$ cat config.mk
export PLATFORM = sky130hd
export DESIGN_NAME = srff_access_arbiter
export DESIGN_NICKNAME = d
export VERILOG_FILES = /design/src/rtl/srff_arb_pkg.sv /design/src/rtl/srff_access_arbiter_rr_pick.sv /design/src/rtl/srff_access_arbiter.sv
export SDC_FILE = /design/constraint.sdc
export NUM_CORES = 1
export LEC_CHECK = 0
export CORE_AREA = 2 2 184 186
export CTS_CLUSTER_DIAMETER = 60
export DETAILED_ROUTE_END_ITERATION = 10
export DIE_AREA = 0 0 186 188
export DONT_BUFFER_PORTS = 1
export PLACE_DENSITY = 0.56
export SLEW_MARGIN = 10
export SYNTH_ARGS = -nofsm -noshare
export SYNTH_HDL_FRONTEND = slang
export SYNTH_HIERARCHICAL = 1
export SYNTH_SLANG_ARGS = --single-unit
$ cat constraint.sdc
create_clock -name CLK -period 8.17 [get_ports CLK]
set_input_delay 0.4085 -clock CLK [delete_from_list [all_inputs] [get_ports CLK]]
set_output_delay 0.4085 -clock CLK [all_outputs]
set_load 0.02 [all_outputs]
$ cat src/rtl/srff_arb_pkg.sv
// Shared types for the set/clear flip-flop access arbiter: opcodes, FSM states
// and the expected-readback helper.
package srff_arb_pkg;

    localparam int TW_DEF = 32;

    typedef enum logic [1:0] {
        OP_LOAD = 2'b00,
        OP_SET  = 2'b01,
        OP_CLR  = 2'b10,
        OP_READ = 2'b11
    } op_e;

    typedef enum logic [2:0] {
        ST_IDLE  = 3'd0,
        ST_GRANT = 3'd1,
        ST_APPLY = 3'd2,
        ST_CHECK = 3'd3,
        ST_RESP  = 3'd4
    } state_e;

    // Value the cell should hold after the operation; read has no expectation.
    function automatic logic op_expect(op_e op, logic din);
        case (op)
            OP_LOAD: return din;
            OP_SET:  return 1'b1;
            default: return 1'b0;
        endcase
    endfunction

endpackage

$ cat src/rtl/srff_access_arbiter_rr_pick.sv
// Combinational round-robin selector: first active request at or after ptr,
// wrapping, as a one-hot grant plus its index.
module rr_pick
    import srff_arb_pkg::*;
#(
    parameter int N_REQ = 4,
    parameter int IW    = 2
) (
    input  logic [N_REQ-1:0] req,
    input  logic [IW-1:0]    ptr,
    output logic [N_REQ-1:0] gnt,
    output logic [IW-1:0]    idx,
    output logic             any
);

    int j;

    always_comb begin
        gnt = '0;
        idx = '0;
        any = 1'b0;
        j   = 0;
        for (int i = 0; i < N_REQ; i++) begin
            j = int'(ptr) + i;
            if (j >= N_REQ) j = j - N_REQ;
            if (!any && req[j]) begin
                any    = 1'b1;
                gnt[j] = 1'b1;
                idx    = IW'(j);
            end
        end
    end

endmodule

$ cat src/rtl/srff_access_arbiter.sv
// Round-robin access controller for one shared set/clear flip-flop cell, with
// taint labels carried alongside every drive and result.
module srff_access_arbiter
    import srff_arb_pkg::*;
#(
    parameter int N_REQ = 4,
    parameter int TW    = TW_DEF
) (
    input  logic                CLK,
    input  logic                RST_N,
    input  logic [N_REQ-1:0]    REQ,
    input  logic [2*N_REQ-1:0]  OP,
    input  logic [TW*N_REQ-1:0] OP_T,
    input  logic [N_REQ-1:0]    DIN,
    input  logic [TW*N_REQ-1:0] DIN_T,
    output logic [N_REQ-1:0]    GNT,
    output logic                DONE,
    output logic                RESULT,
    output logic [TW-1:0]       RESULT_T,
    output logic                ERR,
    output logic [TW-1:0]       ERR_T,
    output logic                FF_D,
    output logic                FF_SET,
    output logic                FF_CLR,
    output logic [TW-1:0]       FF_D_T,
    output logic [TW-1:0]       FF_SET_T,
    output logic [TW-1:0]       FF_CLR_T,
    input  logic                FF_Q,
    input  logic [TW-1:0]       FF_Q_T
);

    localparam int IW = $clog2(N_REQ);

    state_e            state;
    logic [IW-1:0]     ptr;
    logic [IW-1:0]     idx_q;
    logic [N_REQ-1:0]  pick_gnt;
    logic [IW-1:0]     pick_idx;
    logic              pick_any;
    int                sel;

    op_e               op_q;
    logic              din_q;
    logic [TW-1:0]     op_t_q;
    logic [TW-1:0]     din_t_q;

    function automatic logic [TW-1:0] err_taint(op_e op, logic [TW-1:0] q_t,
                                                logic [TW-1:0] o_t, logic [TW-1:0] d_t);
        case (op)
            OP_LOAD:        return q_t | o_t | d_t;
            OP_SET, OP_CLR: return q_t | o_t;
            default:        return '0;
        endcase
    endfunction

    rr_pick #(.N_REQ(N_REQ), .IW(IW)) u_pick (
        .req (REQ),
        .ptr (ptr),
        .gnt (pick_gnt),
        .idx (pick_idx),
        .any (pick_any)
    );

    assign sel = int'(pick_idx);

    // Operand latches: captured once at grant, so later REQ/OP changes are ignored.
    always_ff @(posedge CLK) begin
        if (state == ST_IDLE && pick_any) begin
            op_q    <= op_e'(OP[2*sel +: 2]);
            op_t_q  <= OP_T[TW*sel +: TW];
            din_q   <= DIN[sel];
            din_t_q <= DIN_T[TW*sel +: TW];
        end
    end

    always_ff @(posedge CLK or negedge RST_N) begin
        if (!RST_N) begin
            state    <= ST_IDLE;
            ptr      <= '0;
            idx_q    <= '0;
            GNT      <= '0;
            DONE     <= 1'b0;
            RESULT   <= 1'b0;
            RESULT_T <= '0;
            ERR      <= 1'b0;
            ERR_T    <= '0;
            FF_D     <= 1'b0;
            FF_SET   <= 1'b0;
            FF_CLR   <= 1'b0;
            FF_D_T   <= '0;
            FF_SET_T <= '0;
            FF_CLR_T <= '0;
        end else begin
            case (state)
                ST_IDLE: begin
                    if (pick_any) begin
                        GNT   <= pick_gnt;
                        idx_q <= pick_idx;
                        state <= ST_GRANT;
                    end
                end
                // GRANT -> APPLY: drive the cell for exactly one cycle
                ST_GRANT: begin
                    FF_D     <= (op_q == OP_LOAD) & din_q;
                    FF_D_T   <= din_t_q;
                    FF_SET   <= (op_q == OP_SET);
                    FF_SET_T <= (op_q == OP_SET) ? op_t_q : '0;
                    FF_CLR   <= (op_q == OP_CLR);
                    FF_CLR_T <= (op_q == OP_CLR) ? op_t_q : '0;
                    state    <= ST_APPLY;
                end
                // APPLY -> CHECK: release set/clear, keep D steady for readback
                ST_APPLY: begin
                    FF_SET   <= 1'b0;
                    FF_SET_T <= '0;
                    FF_CLR   <= 1'b0;
                    FF_CLR_T <= '0;
                    state    <= ST_CHECK;
                end
                // CHECK -> RESP: sample the cell and compare
                ST_CHECK: begin
                    FF_D     <= 1'b0;
                    FF_D_T   <= '0;
                    DONE     <= 1'b1;
                    RESULT   <= FF_Q;
                    RESULT_T <= FF_Q_T;
                    ERR      <= (op_q != OP_READ) && (FF_Q != op_expect(op_q, din_q));
                    ERR_T    <= err_taint(op_q, FF_Q_T, op_t_q, din_t_q);
                    state    <= ST_RESP;
                end
                ST_RESP: begin
                    DONE     <= 1'b0;
                    RESULT   <= 1'b0;
                    RESULT_T <= '0;
                    ERR      <= 1'b0;
                    ERR_T    <= '0;
                    GNT      <= '0;
                    ptr      <= (idx_q == IW'(N_REQ - 1)) ? '0 : idx_q + 1'b1;
                    state    <= ST_IDLE;
                end
                default: state <= ST_IDLE;
            endcase
        end
    end

endmodule

==> results of run 1 <==
==> synthesized netlist by cell type, types with 2 or more instances <==
master | number | area (um^2)
buf_4 | 6 | 45.0
buf_1 | 2 | 7.51
mux4_2 | 68 | 1530
nor3b_4 | 2 | 37.5
o31ai_1 | 3 | 22.5
edfxtp_1 | 67 | 2010
o211ai_1 | 2 | 15.0
mux2_2 | 5 | 56.3
o2bb2ai_1 | 31 | 272
nand2_1 | 39 | 146
mux4_1 | 3 | 78.8
nor3_1 | 2 | 10.0
nand2b_1 | 34 | 213
a22o_1 | 103 | 902
nor2_1 | 4 | 15.0
dfrtp_1 | 177 | 4430
inv_1 | 10 | 37.5
a21oi_1 | 2 | 10.0
ha_1 | 14 | 175
a211oi_1 | 31 | 233
clkbuf_1 | 22 | 82.6
buf_2 | 26 | 130
a21o_1 | 2 | 15.0
a22oi_1 | 8 | 60.1
o21ai_0 | 40 | 200
buf_6 | 7 | 78.8
==> report_power, final <==
group	internal, mW	switching [mW]	total (mW)
logic	1.12	1.34	2.46
registers	2.01	1.01	3.02
clock network	0.834	0.539	1.37
==> state kept, by name, summed over array words and instances (netlist names), 2 cells and up <==
name	count
op_t_q	32
FF_CLR_T	32
state	3
ERR_T	32
FF_SET_T	32
ptr	2
idx_q	2
FF_D_T	32
RESULT_T	32
op_q	2
GNT	4
din_t_q	32
==> final timing paths <==
| kind | startpoint | to | slack, ps | cells after the start |
|---|---|---|---|---|
| min in group asynchronous | RST_N | ERR_T[14]$_DFFE_PN0P_ | 580 | 2 |
| max in group asynchronous | RST_N | state[1]$_DFFE_PN0P_ | 6820 | 2 |
| min reg2reg | idx_q[0]$_DFFE_PN0P_ | ptr[0]$_DFFE_PN0P_ | 490 | 1 |
| min | FF_Q_T[14] | RESULT_T[14]$_DFFE_PN0P_ | 20 | 1 |
| max reg2reg | ptr[0]$_DFFE_PN0P_ | din_t_q[22]$_DFFE_PP_ | 4250 | 6 |
| max | ptr[0]$_DFFE_PN0P_ | din_t_q[22]$_DFFE_PP_ | 4250 | 6 |
==> area by class of cell <==
type                            instances  share of cell area, %
Antenna cell                            1                 0.0197
Clock buffer                           43                   7.11
Clock inverter                         11                   1.03
Inverter                               10                  0.295
Sequential cell                       244                   50.7
Multi-Input combinational cell        408                   32.9
Tap cell                              448                   4.41
Timing Repair Buffer                   45                   3.49
==> worst max-delay path, delay by kind of cell (launching register included) <==
kind | cells | cell delay [ps]
adders and majority gates | 1 | 400
muxes | 2 | 880
DFF | 1 | 740
buffers and inverters | 1 | 210
AOI/OAI and AO/OA | 2 | 1350
==> per-layer routing <==
metal	GRT usage, %	part of all wire, %	vias to the layer above	wire length [um]
met5	0	0	-	0
met4	5.57	2.7	0	941
met3	4.47	8.6	45	2990
met2	33.8	51	382	17600
met1	23.1	38	3547	13200
li1	-	-	2901	-
==> cells by family (layout without fill, tap and decap cells) <==
logic type      after synthesis  count (layout)  synth area share (%)
flops                       244             244                  58.8
compound gates              227             227                  16.2
simple gates                 88              88                  4.48
mux                          77              77                  15.3
buf+inv                      73             109                  3.48
fa+ha+maj                    14              14                  1.60
xor+xnor                      2               2                 0.160
other cells                   0               1                     0
==> metrics by stage <==
stage / instances / worst slack [ps] / area (um^2) / hold slack, ps / power (mW)
2_1_floorplan: 725 / 4970 / 11000 / 113 / 4.77
3_3_place_gp: 1120 / 4380 / 11300 / 116 / 5.42
3_5_place_dp: 1120 / 4270 / 11300 / 116 / 5.49
4_1_cts: 1208 / 4240 / 12700 / 0.336 / 6.92
5_1_grt: 1210 / 3990 / 12700 / 0.676 / 7.21
6_report: 1210 / 4250 / 12700 / 19.3 / 6.85
==> results.py, run 1 <==
metrics = {
    "status": {
        "status": "finished clean",
    },
    "timing": {
        "worst_pin_slew_ps": 1100,
        "maxSlewViolCount": 0,
        "final.min_clock_period_ps": 3920,
        "finalSetupViolations": 0,
        "finalClockSkew_ps": 11.0,
        "min_period_over_period_pct": 48.0,
        "rsz0062_at_grt": "no",
        "fin_setup_tns_ps": 0,
        "relSlewSlack_pct": 26.7,
        "clock.fmax_ghz": 0.255,
        "hold_violations": 0,
    },
    "clock_tree": {
        "ctsLongestPathBuffers": 3,
        "cts_tree": "done",
        "insertion_delay_ps": 550,
        "cts_root_buffer": "clkbuf_16",
        "post_cts_buffers": 0,
        "clk_pin_slew_worst_paths_ps": 60,
        "clock-sinks": 244,
        "h-tree-depth": 1,
        "hold_buffers": 34,
        "cts_resized": 0,
        "numCtsBuffers": 29,
    },
    "drt": {
        "drc": 0,
        "vias_per_cell": 5.68,
        "first_pass_iters": 6,
        "wl_mm": 34.7,
        "vias": 6875,
        "postRouteAntennaNets": 0,
        "wl_per_cell_um": 28.7,
        "drt_iter0_drc": 426,
    },
    "layout": {
        "nFillCells": 3067,
        "final_layout_size_suffix_gt1_share_pct": 19.1,
        "utilization_pct": 38.4,
        "syn_to_final_growth_pct": 15.9,
        "final_common_cell": "dfrtp_1",
        "seqCellArea_mm2": 0.00644,
        "most-common-layout-cells": "176 x dfrtp_1, 103 x a22o_1, 68 x mux4_2, 67 x edfxtp_1, 40 x o21ai_0",
        "nNetsFinal": 1059,
        "multi_input_area_mm2": 0.00419,
    },
    "setup_path": {
        "worstSetupStartpointType": "register",
        "path_class": "reg2reg",
        "crit_path_frequent_cell": "mux4_2",
        "end_kind": "register",
        "crit_chain": "inv_1 > ha_1 > mux4_2 > o311ai_0 > a32o_4 > mux4_2",
        "crit_path_max_fanout": 68,
        "crit_arrival_ps": 4210,
        "critPathMaxStageDelay_ps": 910,
        "cp.required_ps": 8460,
        "cp_slowest_cell": "a32o_4",
    },
    "synthesis": {
        "syn_area_mm2": 0.0110,
        "avgSynthCellArea_um2": 15.1,
        "synth-seq-cells": 244,
        "synth-edff-count": 67,
        "synthCells": 725,
        "yosysUniqueCellTypes": 41,
        "syn_nets": 1046,
        "ys_warn_count": 6,
        "ys.flop_type": "dfrtp_1",
        "async_flop_share_pct": 72.5,
        "ys_seq_area_share_pct": 58.8,
    },
    "die": {
        "rows": 67,
        "core_mm2": 0.0331,
        "die-area_mm2": 0.0350,
        "ioPinCount": 477,
        "die_w_um": 186,
        "die_h_um": 188,
        "start_util_pct": 33.1,
    },
    "global_routing": {
        "globalRoute.totalOverflow": 0,
        "grt_pass1_vias": 7322,
        "antenna_found_initial": 1,
        "track_usage_pct": 19.2,
        "grt_max_degree": 178,
        "grt_pass1_wl_mm": 49.3,
    },
    "min_path": {
        "min_path_type": "in2reg",
    },
    "place": {
        "place.gp.congestion": 0.767,
        "port_buffers": 0,
        "hpwl_mm": 23.4,
    },
    "power": {
        "vdd_drop_max_mv": 0.340,
        "powerDensity_mw_per_mm2": 539,
        "power.leakage_nw": 5.09,
    },
    "run": {
        "timing.max_cap.violations": 0,
    },
}
No activity file was read; power rests on OpenSTA's default activity.
==> run 2: changes to the inputs <==
- clock period: 8.17 -> 3.8 ns (I/O delays scaled with it)
==> results.py, run 2 <==
metrics = {
    "synthesis": {
        "ys.flop_type": "dfrtp_1",
        "synth-edff-count": 67,
        "syn_area_mm2": 0.0110,
        "synth_top_area_share_pct": 40.4,
        "synthTopCellsByCount": "177 x dfrtp_1, 103 x a22o_1, 68 x mux4_2",
        "yosysUniqueCellTypes": 41,
        "ys_warn_count": 6,
        "yosysMostFrequentCell": "dfrtp_1",
        "ys_seq_area_share_pct": 58.8,
        "async_flop_share_pct": 72.5,
        "syn_nets": 1046,
        "synth_area_leader_cell": "dfrtp_1",
        "synthCells": 725,
        "avgSynthCellArea_um2": 15.1,
        "synth-seq-cells": 244,
        "synthTopCellsByArea": "dfrtp_1 40%, edfxtp_1 18%, mux4_2 14%",
    },
    "place": {
        "port_buffers": 0,
        "place.gp.congestion": 0.832,
        "dp.cells": 1126,
        "hpwl_mm": 23.9,
    },
    "status": {
        "lastStage": "clock tree synthesis",
        "tool.error": "[ERROR RSZ-0060] Max buffer count reached.",
        "status": "stopped before the end",
    },
    "die": {
        "rows": 67,
        "start_util_pct": 33.1,
        "die_h_um": 188,
        "die_w_um": 186,
        "ioPinCount": 477,
    },
    "clock_tree": {
        "cts_root_buffer": "clkbuf_16",
        "clock-sinks": 244,
        "ctsLongestPathBuffers": 3,
        "hold_buffers": 237,
        "cts_resized": 0,
        "h-tree-depth": 1,
        "post_cts_buffers": 0,
        "numCtsBuffers": 30,
    },
}
run 2: cell counts after synthesis:
No cell type changed its count.
run 2: cells by family after synthesis:
| kind of cell | count (synthesis) | synth area share [%] |
|---|---|---|
| DFF | 244 | 58.8 |
| AOI/OAI and AO/OA | 227 | 16.2 |
| and+or+nand+nor | 88 | 4.48 |
| muxes | 77 | 15.3 |
| buffers and inverters | 73 | 3.48 |
| adders and majority gates | 14 | 1.60 |
| xor gates and xnor gates | 2 | 0.160 |
run 2: per-stage QoR:
step           setup WS (ps)  hold WS [ps]  utilization [%]  cell area (um^2)
2_1_floorplan            596          -106                -             11000
3_3_place_gp             585          -102             34.3             11400
3_5_place_dp             401          -102             34.3             11400
==> run 3: changes to the inputs <==
- CORE_AREA: 2 2 184 186 -> unset
- CORE_MARGIN: unset -> 2
- CORE_UTILIZATION: unset -> 33
- CTS_CLUSTER_DIAMETER: 60 -> unset
- DIE_AREA: 0 0 186 188 -> unset
- PLACE_DENSITY: 0.56 -> unset
- PLACE_DENSITY_LB_ADDON: unset -> 0.15
==> results.py, run 3 <==
metrics = {
    "die": {
        "die_w_um": 186,
        "start_util_pct": 33.6,
        "rows": 66,
        "die_h_um": 186,
        "ioPinCount": 477,
    },
    "synthesis": {
        "synth-edff-count": 67,
        "synthTopCellsByCount": "177 x dfrtp_1, 103 x a22o_1, 68 x mux4_2",
        "synth-seq-cells": 244,
        "ys_seq_area_share_pct": 58.8,
        "ys_warn_count": 6,
        "ys.flop_type": "dfrtp_1",
        "avgSynthCellArea_um2": 15.1,
        "async_flop_share_pct": 72.5,
        "synthCells": 725,
        "synth_top_area_share_pct": 40.4,
        "syn_area_mm2": 0.0110,
        "synth_area_leader_cell": "dfrtp_1",
        "synthTopCellsByArea": "dfrtp_1 40%, edfxtp_1 18%, mux4_2 14%",
        "yosysUniqueCellTypes": 41,
        "yosysMostFrequentCell": "dfrtp_1",
        "syn_nets": 1046,
    },
    "clock_tree": {
        "clock-sinks": 244,
        "cts_resized": 0,
        "hold_buffers": 235,
        "numCtsBuffers": 28,
        "ctsLongestPathBuffers": 3,
        "post_cts_buffers": 0,
        "h-tree-depth": 1,
        "cts_root_buffer": "clkbuf_16",
    },
    "status": {
        "status": "stopped before the end",
        "lastStage": "clock tree synthesis",
        "tool.error": "[ERROR RSZ-0060] Max buffer count reached.",
    },
    "place": {
        "dp.cells": 1121,
        "port_buffers": 0,
        "place.gp.congestion": 0.826,
        "placedInstanceArea_mm2": 0.0114,
        "hpwl_mm": 24.9,
    },
}
[run 3: cell counts after synthesis]
Identical to the previous run, type by type.
[run 3: logic make-up after synthesis]
kind of cell               synth area share (%)
AOI/OAI and AO/OA                          16.2
muxes                                      15.3
and+or+nand+nor                            4.48
adders and majority gates                  1.60
DFF                                        58.8
buffers and inverters                      3.48
xor gates and xnor gates                  0.160
[run 3: stage by stage]
stage	setup slack, ps	utilization [%]
3_5_place_dp	89.9	34.8
3_3_place_gp	355	34.8
2_1_floorplan	596	-
